File: src/rtl/mem_dma_if.sv
// mem_dma_if: bundles the job-control handshake and the data-memory bus of the
// mem_dma block-copy engine.
//   Job control : start, src_addr, dst_addr, count, size  (host -> engine)
//                 busy, done, err, sum                     (engine -> host)
//   Memory bus  : write_mem, read_mem, address, write_data (engine -> memory)
//                 out_mem                                  (memory -> engine)
// modport master is the engine's view, modport slave the host/memory view.
interface mem_dma_if #(
    parameter int LEN_W = 8
);
    logic             start;
    logic [31:0]      src_addr;
    logic [31:0]      dst_addr;
    logic [LEN_W-1:0] count;
    logic [1:0]       size;
    logic             busy;
    logic             done;
    logic             err;
    logic [31:0]      sum;
    logic [1:0]       write_mem;
    logic [2:0]       read_mem;
    logic [31:0]      address;
    logic [31:0]      write_data;
    logic [31:0]      out_mem;

    modport master (
        input  start, src_addr, dst_addr, count, size, out_mem,
        output busy, done, err, sum, write_mem, read_mem, address, write_data
    );

    modport slave (
        output start, src_addr, dst_addr, count, size, out_mem,
        input  busy, done, err, sum, write_mem, read_mem, address, write_data
    );
endinterface

File: src/rtl/mem_dma.sv
// mem_dma: block-copy engine acting as a second master of the data-memory port.
// A job copies `count` units of `size` (01 word, 10 half, 11 byte) from src_addr
// to dst_addr, one unit per READ/WRITE cycle pair, strictly ascending, and
// accumulates a modulo-2^32 sum of the zero-extended units.
// Ports:
//   clk  - rising-edge clock
//   rst  - asynchronous active-high reset
//   bus  - mem_dma_if.master: job control (start/src_addr/dst_addr/count/size in,
//          busy/done/err/sum out) and memory bus (write_mem/read_mem/address/
//          write_data out, out_mem in, combinational read data).
// The memory controls are registered: the FSM loads the values belonging to the
// state it is entering, so they are stable for the whole cycle in which the
// memory acts on them.
module mem_dma #(
    parameter int LEN_W = 8
) (
    input  logic      clk,
    input  logic      rst,
    mem_dma_if.master bus
);

    typedef enum logic [1:0] {
        IDLE  = 2'd0,
        READ  = 2'd1,
        WRITE = 2'd2,
        DONE  = 2'd3
    } state_t;

    // Pointer increment for a unit size code; the invalid code never reaches
    // READ/WRITE so its value is irrelevant.
    function automatic logic [31:0] unit_stride(input logic [1:0] sz);
        logic [31:0] st;
        case (sz)
            2'b01:   st = 32'd4;
            2'b10:   st = 32'd2;
            2'b11:   st = 32'd1;
            default: st = 32'd0;
        endcase
        return st;
    endfunction

    state_t           state_r;
    logic [31:0]      src_ptr_r;
    logic [31:0]      dst_ptr_r;
    logic [LEN_W-1:0] remaining_r;
    logic [1:0]       size_r;
    logic [31:0]      buffer_r;
    logic [31:0]      sum_r;
    logic             busy_r;
    logic             done_r;
    logic             err_r;
    logic [2:0]       read_mem_r;
    logic [1:0]       write_mem_r;
    logic [31:0]      address_r;
    logic [31:0]      write_data_r;

    logic [31:0]      stride_s;
    logic [31:0]      src_next_s;
    logic [31:0]      dst_next_s;
    logic             last_unit_s;

    // Next pointer values and end-of-job detection for the WRITE step.
    always_comb begin
        stride_s    = unit_stride(size_r);
        src_next_s  = src_ptr_r + stride_s;
        dst_next_s  = dst_ptr_r + stride_s;
        last_unit_s = (remaining_r == {{(LEN_W-1){1'b0}}, 1'b1});
    end

    // Copy FSM with registered status and memory-control outputs.
    always_ff @(posedge clk or posedge rst) begin
        if (rst) begin
            state_r      <= IDLE;
            src_ptr_r    <= 32'd0;
            dst_ptr_r    <= 32'd0;
            remaining_r  <= {LEN_W{1'b0}};
            size_r       <= 2'b00;
            buffer_r     <= 32'd0;
            sum_r        <= 32'd0;
            busy_r       <= 1'b0;
            done_r       <= 1'b0;
            err_r        <= 1'b0;
            read_mem_r   <= 3'b000;
            write_mem_r  <= 2'b00;
            address_r    <= 32'd0;
            write_data_r <= 32'd0;
        end else begin
            // done is a single-cycle pulse; only the transitions into DONE raise it
            done_r <= 1'b0;
            case (state_r)
                IDLE: begin
                    if (bus.start) begin
                        src_ptr_r   <= bus.src_addr;
                        dst_ptr_r   <= bus.dst_addr;
                        remaining_r <= bus.count;
                        size_r      <= bus.size;
                        sum_r       <= 32'd0;
                        busy_r      <= 1'b1;
                        if (bus.size == 2'b00) begin
                            err_r   <= 1'b1;
                            done_r  <= 1'b1;
                            state_r <= DONE;
                        end else if (bus.count == {LEN_W{1'b0}}) begin
                            err_r   <= 1'b0;
                            done_r  <= 1'b1;
                            state_r <= DONE;
                        end else begin
                            err_r      <= 1'b0;
                            address_r  <= bus.src_addr;
                            read_mem_r <= {1'b0, bus.size};
                            state_r    <= READ;
                        end
                    end else begin
                        state_r <= IDLE;
                    end
                end
                READ: begin
                    // out_mem is already zero-extended by the memory for half/byte
                    buffer_r     <= bus.out_mem;
                    write_data_r <= bus.out_mem;
                    address_r    <= dst_ptr_r;
                    write_mem_r  <= size_r;
                    read_mem_r   <= 3'b000;
                    state_r      <= WRITE;
                end
                WRITE: begin
                    src_ptr_r    <= src_next_s;
                    dst_ptr_r    <= dst_next_s;
                    remaining_r  <= remaining_r - {{(LEN_W-1){1'b0}}, 1'b1};
                    sum_r        <= sum_r + buffer_r;
                    write_mem_r  <= 2'b00;
                    write_data_r <= 32'd0;
                    if (last_unit_s) begin
                        address_r <= 32'd0;
                        done_r    <= 1'b1;
                        state_r   <= DONE;
                    end else begin
                        // next READ uses the advanced source pointer
                        address_r  <= src_next_s;
                        read_mem_r <= {1'b0, size_r};
                        state_r    <= READ;
                    end
                end
                DONE: begin
                    busy_r  <= 1'b0;
                    state_r <= IDLE;
                end
                default: begin
                    busy_r       <= 1'b0;
                    read_mem_r   <= 3'b000;
                    write_mem_r  <= 2'b00;
                    address_r    <= 32'd0;
                    write_data_r <= 32'd0;
                    state_r      <= IDLE;
                end
            endcase
        end
    end

    assign bus.busy       = busy_r;
    assign bus.done       = done_r;
    assign bus.err        = err_r;
    assign bus.sum        = sum_r;
    assign bus.read_mem   = read_mem_r;
    assign bus.write_mem  = write_mem_r;
    assign bus.address    = address_r;
    assign bus.write_data = write_data_r;

endmodule
File: src/flat_wrapper.sv
// flat-port wrapper written by rule: the top's interface ports become plain ports
module mem_dma_flat 
#(
    parameter int LEN_W = 8
)
  (clk, rst, bus_start, bus_src_addr, bus_dst_addr, bus_count, bus_size, bus_out_mem, bus_busy, bus_done, bus_err, bus_sum, bus_write_mem, bus_read_mem, bus_address, bus_write_data);
  mem_dma_if #(.LEN_W(LEN_W)) bus_i ();
  input  logic clk;
  input  logic rst;
  input wire logic [$bits(bus_i.start)-1:0] bus_start;
  input wire logic [$bits(bus_i.src_addr)-1:0] bus_src_addr;
  input wire logic [$bits(bus_i.dst_addr)-1:0] bus_dst_addr;
  input wire logic [$bits(bus_i.count)-1:0] bus_count;
  input wire logic [$bits(bus_i.size)-1:0] bus_size;
  input wire logic [$bits(bus_i.out_mem)-1:0] bus_out_mem;
  output wire logic [$bits(bus_i.busy)-1:0] bus_busy;
  output wire logic [$bits(bus_i.done)-1:0] bus_done;
  output wire logic [$bits(bus_i.err)-1:0] bus_err;
  output wire logic [$bits(bus_i.sum)-1:0] bus_sum;
  output wire logic [$bits(bus_i.write_mem)-1:0] bus_write_mem;
  output wire logic [$bits(bus_i.read_mem)-1:0] bus_read_mem;
  output wire logic [$bits(bus_i.address)-1:0] bus_address;
  output wire logic [$bits(bus_i.write_data)-1:0] bus_write_data;
  assign bus_i.start = bus_start;
  assign bus_i.src_addr = bus_src_addr;
  assign bus_i.dst_addr = bus_dst_addr;
  assign bus_i.count = bus_count;
  assign bus_i.size = bus_size;
  assign bus_i.out_mem = bus_out_mem;
  assign bus_busy = bus_i.busy;
  assign bus_done = bus_i.done;
  assign bus_err = bus_i.err;
  assign bus_sum = bus_i.sum;
  assign bus_write_mem = bus_i.write_mem;
  assign bus_read_mem = bus_i.read_mem;
  assign bus_address = bus_i.address;
  assign bus_write_data = bus_i.write_data;
  mem_dma #(.LEN_W(LEN_W)) u_core (.clk(clk), .rst(rst), .bus(bus_i));
endmodule
File: config.mk
export PLATFORM = sky130hd
export DESIGN_NAME = mem_dma_flat
export DESIGN_NICKNAME = d
export VERILOG_FILES = /design/src/rtl/mem_dma_if.sv /design/src/rtl/mem_dma.sv /design/src/flat_wrapper.sv
export SDC_FILE = /design/constraint.sdc
export NUM_CORES = 1
export LEC_CHECK = 0
export BUFFER_PORTS_ARGS = -buffer_cell sky130_fd_sc_hd__buf_2
export CORE_MARGIN = 8
export CORE_UTILIZATION = 51
export DETAILED_ROUTE_END_ITERATION = 6
export PLACE_DENSITY_LB_ADDON = 0.08
export SYNTH_ARGS = -nofsm -noshare
export SYNTH_HDL_FRONTEND = slang
export SYNTH_SLANG_ARGS = --single-unit
File: constraint.sdc
create_clock -name clk -period 7.9 [get_ports clk]
set_clock_uncertainty 0.1 [all_clocks]
set_input_delay 1.58 -clock clk [delete_from_list [all_inputs] [get_ports clk]]
set_output_delay 1.58 -clock clk [all_outputs]
set_load 0.02 [all_outputs]
Word level (Yosys, flattened, before mapping)
Index checks and enable logic that the tools add are counted.

Bits in registers: 212. Output and inout bits: 104. Word-level logic and storage cells: 75. Input port bits: 109.

$add $sub $neg: 4. Reduce and logical (&&, ||, !) cells: 12. Muxes and demuxes: 34. Equal/unequal tests: 11.

Operators by type and width (count): case mux 32 bit (2 select lines) (4); two-way mux 32 bit (7); case mux 32 bit (3 select lines) (1); adder 32 x 3 -> 32 bit (2); adder 32 bit (1); case mux 3 bit (3 select lines) (2); case mux 8 bit (2 select lines) (1); two-way mux 3 bit (4); equality test 2 bit (second input constant) (4); equality test 8 x 1 -> 1 bit (second input constant) (1); logical NOT 8 bit (1); two-way mux 2 bit (4); two-way mux 8 bit (1); inequality test 2 bit (second input constant) (4); case mux 2 bit (4 select lines) (1); subtractor 8 x 1 -> 8 bit (second input constant) (1); two-way mux 1 bit (6); AND reduction 2 bit (3); nonzero test 2 bit (3); AND reduction 5 bit (1); equality test 2 x 1 -> 1 bit (second input constant) (2); logical NOT 2 bit (2); case mux 1 bit (2 select lines) (2); case mux 2 bit (2 select lines) (1); other kinds (2) (2).

Longest topological paths before layout
Depth after elaboration: 5. Mapped depth: 11. Depth with buffers taken out: 11.

Worst setup path after synthesis
No wires, ideal clock.

Path kind: input to register. Start point: input port bus_count[0]. End point: register u_core.address_r[10] (netlist: u_core.bus.address[10]). Setup slack: 4.513 ns. Stages on the path: 8. Library setup time: 0.131 ns. Data required time: 7.669 ns. Data arrival time: 3.156 ns. Path buffers: 1. Path through: nor4_1 > a21oi_1 > nor2b_1 > nor3_1 > nand2_1 > clkbuf_1 > a221oi_1 > nor3_1.

Word-level cells in the longest chain between the ends: 3.

Ends and longest elaborated chain: start: declaration (line flat_wrapper.sv:13) `input wire logic [$bits(bus_i.count)-1:0] bus_count;`; logical NOT 8 bit (line mem_dma.sv:103) `end else if (bus.count == {LEN_W{1'b0}}) begin`; inequality test 2 bit (no source line); AND reduction 4 bit (no source line); end signal: assignment (line mem_dma.sv:109) `address_r <= bus.src_addr;`; end signal: assignment (line mem_dma.sv:121) `address_r <= dst_ptr_r;`; end signal: assignment (line mem_dma.sv:139) `address_r <= src_next_s;`; end: declaration (line mem_dma.sv:54) `logic [31:0] address_r;`.

Every way passes these cells. A chain may end at the register's enable or synchronous reset.

Final worst setup path
Start point: register u_core.state_r[0]. End point: register u_core.dst_ptr_r[12].

Word-level cells in the longest chain between the ends: 3. Elaborated cells on any way between the ends: 6. Classes of those cells: eq/ne (2); mux (1); reduce/logical (3).

Ends and longest elaborated chain: start: declaration (line mem_dma.sv:42) `state_t state_r;`; start signal: assignment (line mem_dma.sv:73) `state_r <= IDLE;`; start signal: assignment (line mem_dma.sv:102) `state_r <= DONE;`; start signal: assignment (line mem_dma.sv:106) `state_r <= DONE;`; equality test 2 bit / logical NOT 2 bit (equally long branches) (line mem_dma.sv:90) `case (state_r)`; nonzero test 2 bit (no source line) / inequality test 2 bit (equally long branches); AND reduction 2 bit (no source line); end signal: assignment (line mem_dma.sv:94) `dst_ptr_r <= bus.dst_addr;`; end signal: assignment (line mem_dma.sv:128) `dst_ptr_r <= dst_next_s;`; end: declaration (line mem_dma.sv:44) `logic [31:0] dst_ptr_r;`.

Parallel ways exist; a longest one is shown, timed or not.

==> qor.txt <==
Final min period -> 4.12 ns
Post-DRT Antenna Nets -> 0
Remaining DRCs -> 0
CTS max path bufs -> 3
Via density -> 5.97
# rows -> 56
Total Neg Setup Slack -> 0 ns
Clk sinks -> 211
CP arrival -> 4.43 ns
Post-synth top area share -> 43.4%
Number of antenna violations at the first check in global routing -> 6
Pwr Density -> 503 nW/um^2
Final worst-path cycle share -> 52.2%
Non-Filler Instances -> 1,831
Clock root buffer master -> clkbuf_16
Clock transition at path regs -> 0.06 ns
Setup slack after layout -> 3.78 ns
H-tree depth -> 1
Buf+Inv Stages, Crit Path -> 4
Peak supply drop -> 0.269 mV
Worst Hold End -> u_core.bus.address[20]
Pin count of the biggest net entering global routing -> 101
CP peak stage delay -> 0.88 ns
Die Ht -> 170 um
Vias in the first global route -> 10,800
Synth cell types -> 81
Post-CTS Setup Inserts -> 0
Drt wl/cell -> 19.8 um
Synthesized netlist cell count -> 1,332
Final setup violation count -> 0
Hold Path Cell Cnt -> 2
Worst R2R End -> u_core.dst_ptr_r[12]
Placed Cells -> 1,786
Pre-antenna DRT Iters -> 5
Final Hold Viols -> 0
Worst min-delay path category -> reg2reg
Worst Setup End Kind -> flop
Hpwl dp -> 25,200 um
CP max stage cell -> clkinv_1
Vias -> 10,900
Syn_nets -> 1,483
Clock Latency Late Sink -> 0.52 ns
Crit-path max FO -> 100
Synth async-reset ratio -> 100%
Syn_area_per_cell -> 9.13 um^2
Global-route wire length before repair -> 57,500 um
Starting Density -> 51.8%
Largest cells by area after synthesis -> dfrtp_1 43%, a21oi_1 5.0%, ha_1 4.2%
Worst reg2reg path depth -> 9
Grt ovf -> 0
Final #Nets -> 1,644
Register area share after synthesis -> 43.4%
Initial DRC count -> 784
Outcome -> complete, no violations
Max-Cap Viols -> 0
Area grow syn2layout -> 16.9%
Total CTS buffers -> 24
Critical-path cell list -> inv_1, ha_4, clkinv_1, o21a_2, inv_2, buf_4, and4_2, o21ai_0, o221a_2
DIE AREA -> 29,000 um^2
Worst R2R Start -> u_core.state_r[0]
Worst slack at placement -> 3.84 ns
Fillers -> 2,118
Crit path required time -> 8.20 ns
Setup CP Type -> reg2reg
Post-CTS Hold Buffers -> 0
EDFF count, synth -> 0
R2R Setup Slk -> 3.78 ns
Fmax -> 243 MHz
Register area -> 5280 um^2
GRT Total Usage -> 24.6%
Final WL -> 36,200 um
WHS -> 0.389 ns
Area leader, netlist -> dfrtp_1
GPL Wtd Cong -> 0.879
Area occupied by multi-input gates -> 6440 um^2
Core ar. -> 23,500 um^2
Yosys warns -> 0
CP top delay family -> buffers and inverters
Unrepaired setup endpoints after global routing -> no
Mapped cell area -> 12,200 um^2
I/O Buffers -> 211
Slew Limit Fails -> 0
Leakage power -> 6.47 nW
Hold_sp -> u_core.bus.address[20]
Layout cells sized above 1 -> 21.8%
Final Core Density -> 60.5%
CTS tree -> done
# IOs -> 213
Slew Limit Headroom -> 27.2%
CP Launch Type -> flop
Worst Max-Slew Pin Slew -> 1.09 ns
Top_reg_cell synth -> dfrtp_1
Die X -> 170 um
Resize count post-CTS -> 0
Seq cells post-synth -> 211
Worst setup path startpoint -> u_core.state_r[0]
[layer usage]
metal | global-route usage (%) | vias to the layer above | share of wire (%)
li1 | - | 5209 | -
met1 | 30.0 | 5277 | 41
met2 | 41.5 | 353 | 48
met3 | 4.91 | 90 | 6.5
met4 | 10.8 | 10 | 4.4
met5 | 0 | - | 0.16
[synth_stat cells (31+ instances only)]
cell type    n
mux2_2      33
o21ai_0    101
clkbuf_1    67
dfrtp_1    211
nor2_1     101
nand3_1     39
nand2_1    136
o22ai_1     41
a22o_1      34
nor3_1      40
a21oi_1    122
xor2_1      31
ha_1        41
[power by group]
| group | internal [mW] | leakage, nW | switching (mW) |
|---|---|---|---|
| Clock | 0.688 | 0.396 | 0.451 |
| Combinational | 1.48 | 3.54 | 2.36 |
| Sequential | 1.63 | 2.53 | 0.545 |
[through the flow]
step,area [um^2],power [mW]
finish,14200,7.15
global route,14200,7.69
CTS,14200,7.19
detailed placement,13400,6.01
global placement,13400,5.92
floorplan,12200,4.91
[worst reg2reg max path, delay by kind of cell, from the launching register on]
kind | cells | cell delay, ns
buf+inv | 4 | 1.87
compound gates | 3 | 0.73
fa+ha+maj | 1 | 0.50
simple gates | 1 | 0.41
flops | 1 | 0.40
[final cells by class]
| cell class | count | area share (%) |
|---|---|---|
| Multi-Input combinational cell | 1001 | 45.3 |
| Sequential cell | 211 | 37.2 |
| Timing Repair Buffer | 223 | 8.07 |
| Clock buffer | 40 | 5.36 |
| Tap cell | 319 | 2.81 |
| Inverter | 32 | 0.898 |
| Clock inverter | 4 | 0.361 |
| Antenna cell | 1 | 0.0176 |
[layout by cell type, fill, tap and decap left out, drive strengths merged, types with 6 or more instances in the layout]
cell type,n
a21o,19
a21oi,124
a221oi,27
a22o,34
a31oi,8
and3,21
buf,223
clkbuf,40
dfrtp,211
ha,41
inv,31
mux2,33
mux2i,28
nand2,136
nand3,39
nand4,19
nor2,102
nor2b,6
nor3,42
nor4,8
o211ai,6
o21a,9
o21ai,103
o22ai,41
o31ai,15
xnor2,26
xor2,31
[logic make-up after synthesis]
group           Yosys count  share of synthesized area [%]
buf+inv                 120                           3.77
compound gates          428                           22.3
flops                   211                           43.4
xor+xnor                 57                           4.11
simple gates            410                           16.4
fa+ha+maj                44                           4.56
other cells               1                         0.0309
mux                      61                           5.36
[registers in the layout, indices dropped and copies added, names as in the netlist, 2 cells and up]
name                   cells
u_core.bus.address        32
u_core.bus.write_mem       2
u_core.src_ptr_r          32
u_core.bus.sum            32
u_core.state_r             2
u_core.dst_ptr_r          32
u_core.bus.write_data     32
u_core.size_r              2
u_core.remaining_r         8
u_core.bus.read_mem        2
u_core.buffer_r           32
[worst max-delay path by stage]
| stage | to | slack, ns | cells past startpoint |
|---|---|---|---|
| CTS | u_core.dst_ptr_r[12] | 3.80 | 9 |
| floorplan | u_core.buffer_r[0] | 0.45 | 1 |
| global route | u_core.dst_ptr_r[12] | 3.50 | 9 |
| finish | u_core.dst_ptr_r[12] | 3.78 | 9 |
| detailed placement | u_core.dst_ptr_r[12] | 3.84 | 9 |
| global placement | u_core.dst_ptr_r[12] | 3.89 | 9 |
(Power assumes the default switching activity.)
